File: src/rtl/wb_port_arbiter.sv
// rtl/wb_port_arbiter.sv - register-file write-port arbiter: pipeline writeback vs. late auxiliary results
module wb_port_arbiter #(
    parameter int unsigned MAX_WAIT = 3
) (
    input  logic        clk,
    input  logic        rst,
    input  logic        pipe_wb_en,
    input  logic [3:0]  pipe_wb_dest,
    input  logic [31:0] pipe_wb_value,
    input  logic        aux_valid,
    input  logic [3:0]  aux_dest,
    input  logic [31:0] aux_value,
    output logic        aux_ready,
    output logic        rf_wr_en,
    output logic [3:0]  rf_wr_dest,
    output logic [31:0] rf_wr_value,
    output logic        freeze,
    output logic        aux_squashed
);

    typedef enum logic [1:0] {
        S_IDLE   = 2'd0,
        S_WAIT   = 2'd1,
        S_FREEZE = 2'd2
    } state_t;

    localparam logic [3:0] MAX_WAIT_C = 4'(MAX_WAIT);

    state_t     state_q, state_d;
    logic [3:0] wait_cnt_q, wait_cnt_d;
    logic       same_dest;
    logic       blocked;
    logic       at_limit;

    always_comb begin
        same_dest    = (pipe_wb_dest == aux_dest);
        aux_ready    = 1'b0;
        aux_squashed = 1'b0;
        rf_wr_en     = 1'b0;
        rf_wr_dest   = 4'd0;
        rf_wr_value  = 32'd0;
        if (!rst) begin
            aux_ready    = aux_valid && (!pipe_wb_en || same_dest);
            aux_squashed = aux_valid && pipe_wb_en && same_dest;
            if (pipe_wb_en) begin
                rf_wr_en    = 1'b1;
                rf_wr_dest  = pipe_wb_dest;
                rf_wr_value = pipe_wb_value;
            end else if (aux_valid) begin
                rf_wr_en    = 1'b1;
                rf_wr_dest  = aux_dest;
                rf_wr_value = aux_value;
            end
        end
    end

    // Blocked means the request loses to a pipeline write to a different register.
    assign blocked  = aux_valid && pipe_wb_en && !same_dest;
    assign at_limit = ({1'b0, wait_cnt_q} + 5'd1) == 5'(MAX_WAIT);

    always_comb begin
        state_d    = state_q;
        wait_cnt_d = 4'd0;
        if (blocked) begin
            wait_cnt_d = (wait_cnt_q == MAX_WAIT_C) ? wait_cnt_q : wait_cnt_q + 4'd1;
        end
        case (state_q)
            S_IDLE: begin
                if (blocked) begin
                    state_d = at_limit ? S_FREEZE : S_WAIT;
                end
            end
            S_WAIT: begin
                if (!blocked) begin
                    state_d = S_IDLE;
                end else if (at_limit) begin
                    state_d = S_FREEZE;
                end
            end
            S_FREEZE: begin
                // An in-flight pipeline write may still win here; hold until served or withdrawn.
                if (!blocked) begin
                    state_d = S_IDLE;
                end
            end
            default: state_d = S_IDLE;
        endcase
    end

    always_ff @(posedge clk) begin
        if (rst) begin
            state_q    <= S_IDLE;
            wait_cnt_q <= 4'd0;
        end else begin
            state_q    <= state_d;
            wait_cnt_q <= wait_cnt_d;
        end
    end

    assign freeze = (state_q == S_FREEZE);

endmodule

File: config.mk
export PLATFORM = sky130hd
export DESIGN_NAME = wb_port_arbiter
export DESIGN_NICKNAME = d
export VERILOG_FILES = /design/src/rtl/wb_port_arbiter.sv
export SDC_FILE = /design/constraint.sdc
export NUM_CORES = 1
export LEC_CHECK = 0
export CAP_MARGIN = 10
export CORE_UTILIZATION = 25
export CTS_BUF_LIST = sky130_fd_sc_hd__clkbuf_8
export DETAILED_ROUTE_END_ITERATION = 10
export PLACE_DENSITY = 0.94
export SYNTH_ARGS = -nofsm -noshare
export SYNTH_HDL_FRONTEND = slang
export SYNTH_SLANG_ARGS = --single-unit
File: constraint.sdc
create_clock -name clk -period 3.4 [get_ports clk]
set_clock_uncertainty 0.05 [all_clocks]
set_input_delay 0.51 -clock clk [delete_from_list [all_inputs] [get_ports clk]]
set_output_delay 0.51 -clock clk [all_outputs]
set_load 0.01 [all_outputs]
==> results.md, run 1 <==
- Layout cell share with drive strength beyond 1: under 10%
- Tot GR Track Use: between 20% and 30%
- R2R cell count: 5
- Worst R2R Setup Slack: 1970 ps
- Hold buffers post-CTS: 0
- Drt wl/cell: roughly 17 um
- Vias in the first global route: approximately 1.3k
- Critical path cell sequence: clkdlybuf4s50_1 -> and2b_1 -> buf_4 -> a22o_1 -> clkdlybuf4s50_1
- Global-route wire length before repair: between 6000 and 7000 um
- Register area share after synthesis: 15.8%
- Reg2reg end: wait_cnt_q[1]
- Footprint of the multi-input gates: ~570 um^2
- Iter 0 DRT Violations: 86
- Relative slew slack: between 70% and 80%
- Hold Path Depth: 1
- Drt first pass iters: 7
- Die H: ~57 um
- Setup violators final: 0
- Most common cell on crit path: clkdlybuf4s50_1
- CTS tree: done
- Yosys top cell area share: roughly two fifths
- Worst path max stage delay: slightly above 600 ps
- # rows: 19
- FF+latch count, synth: 6
- Max-cap violations: 0
- Distinct cells, synth: 23
- Largest net degree at the start of global routing: 37
- H-tree levels: 1
- F_max: about 0.34 GHz
- Post-detail-place hpwl: about 3200 um
- CP Launch Type: input pin
- Leakage: about 0.74 nW
- Min-delay worst type: reg -> reg
- Post-synth ARST share: 0%
- Top-level port count: 116
- Clock root cell: clkbuf_8
- WL final: slightly below 4000 um
- Slowest stage cell, crit path: clkdlybuf4s50_1
- Number of buffers created by CTS: 3
- Pwr dens: just over 200 mW/mm^2
- Setup tns final: 0 ps
- Clk buf depth: 2
- Syn_nets: 165
- Gate Count Post-Synth: between 80 and 90
- Fill count: about 240
- Status: finished with violations
- RSZ-0062 raised after global routing: no
- WP data required: ~2800 ps
- VDD IR-drop max: roughly 0.18 mV
- Failing checks: design-rule violations
- Worst-path maximum fanout: 36
- Die width: about 57 um
- Antenna Nets Post-Route: 0
- DRC viols: 10
- CP Class: in -> out
- Clock tree sinks: 6
- Port Buffers: between 100 and 150
- CTS clock-pin slew for the worst setup and hold paths: around 40 ps
- Drt via density: roughly 5.2
- Critical path arrival: approximately 2400 ps
- Placeable Area: roughly 0.0028 mm^2
- Synthesized area: roughly 760 um^2
- RePlAce Congestion: around 0.79
- Area growth from synthesis to layout: 158%
- Ys Warns: 0
- Die area: between 0.003 and 0.004 mm^2
- Final critical-path share of the clock period: 87.7%
- Syn_area_per_cell: 8.74 um^2
- Final min period: between 2000 and 3000 ps
- EDFF count, synth: 0
- Endpoints failing hold: 0
- Gr ovfl total: 0
- Setup bufs post-CTS: 0
- N_diodes: 0
- Hold path start: state_q[1]
- Initial Util: 26.9%
- Synth area leaders: a22o_1 (41%), dfxtp_1 (16%), xnor2_1 (8.1%)
- CP endpoint kind: primary output
- Vias: about 1.2k
- Hold worst-path end: state_q[0]
- Worst skew pair latency: between 200 and 250 ps
- Max-slew violations: 0
- Main flop type after synthesis: dfxtp_1
- Synth area leader: a22o_1
- Actual slew at the worst max-slew pin: 364 ps
- Initial antenna violation count: 0
- Fin nets: 280
- Post_cts resized: 0
- Final Cell Area: 0.00196 mm^2
- Worst r2r src: wait_cnt_q[1]
- Reg area: between 100 and 150 um^2
- Cell Area, Placed: about 0.0019 mm^2
- Core Util, Final: just under 70%
==> report_power, final <==
| group | leakage [nW] | switching, mW | internal [mW] |
|---|---|---|---|
| logic | 0.666 | 0.0686 | 0.148 |
| registers | 0.0486 | 0.000895 | 0.0721 |
| clock network | 0.0216 | 0.0312 | 0.0761 |
==> synth_stat cells (all sizes together), types with 2 or more instances <==
cell type	n
nor2	11
a22o	36
nand3	2
dfxtp	6
xnor2	7
inv	2
ha	2
a21oi	2
buf	7
nor2b	2
==> layout by cell type, fill, tap and decap left out, drive strengths merged <==
cell,instances
ha,2
xnor2,7
buf,2
a21o,1
clkbuf,3
nor2,11
nor2b,2
dfxtp,6
nor3b,1
nand2b,1
and2b,1
nor3,1
inv,2
a21boi,1
clkdlybuf4s50,115
nand3,2
a311oi,1
a22o,36
a21oi,2
nand2,1
a31oi,1
nand4,1
==> worst max-delay path, delay by kind of cell <==
family | cells | cell delay [ps]
AOI/OAI and AO/OA | 1 | 220
buffers and inverters | 3 | 1510
and+or+nand+nor | 1 | 170
==> cell families (layout without fill, tap and decap cells) <==
| kind of cell | Yosys count | count (layout) | synth area share (%) |
|---|---|---|---|
| xor gates and xnor gates | 7 | 7 | 8.06 |
| DFF | 6 | 6 | 15.8 |
| buffers and inverters | 9 | 122 | 8.88 |
| adders and majority gates | 2 | 2 | 3.29 |
| and+or+nand+nor | 21 | 21 | 16.4 |
| AOI/OAI and AO/OA | 42 | 42 | 47.5 |
==> metal layers <==
layer	global-route usage [%]	vias to the layer above	share of wire (%)	wire (um)
met5	0	-	0	0
met4	10.5	0	2.7	108
met2	47.4	72	54	2130
met3	3.40	11	7.5	298
met1	26.1	543	36	1430
li1	-	572	-	-
==> layout make-up <==
class                           count  share of cell area, %
Sequential cell                     6                   6.13
Timing Repair Buffer              117                   60.2
Inverter                            2                  0.383
Multi-Input combinational cell     72                   29.2
Clock buffer                        3                   2.11
Tap cell                           31                   1.98
==> state kept, by name, summed over array words and instances, names as in the netlist <==
name	cells
wait_cnt_q	4
state_q	2
==> metrics by stage <==
stage          setup WS (ps)  hold WS [ps]  power (mW)  cells
6_report                 417           408       0.397    231
5_1_grt                  341           431       0.416    231
4_1_cts                  412           406       0.400    231
3_5_place_dp             418           399       0.290    228
3_3_place_gp             484           383       0.286    228
2_1_floorplan           1660           371       0.141     87
==> worst max path at each step <==
stage	startpoint	endpoint	slack, ps	cells past startpoint
floorplan	rst	rf_wr_dest[0]	1660	4
global placement	pipe_wb_en	rf_wr_value[6]	480	5
detailed placement	pipe_wb_en	rf_wr_value[13]	420	5
CTS	pipe_wb_en	rf_wr_value[13]	410	5
global route	pipe_wb_en	rf_wr_value[10]	340	5
finish	pipe_wb_en	rf_wr_value[29]	420	5
(Power assumes the default switching activity.)
==> run 2: changes to the inputs <==
CTS_CLUSTER_DIAMETER = 50   (was default)
==> results of run 2 <==
Final layout, timing and power as in run 1 (identical DEF).
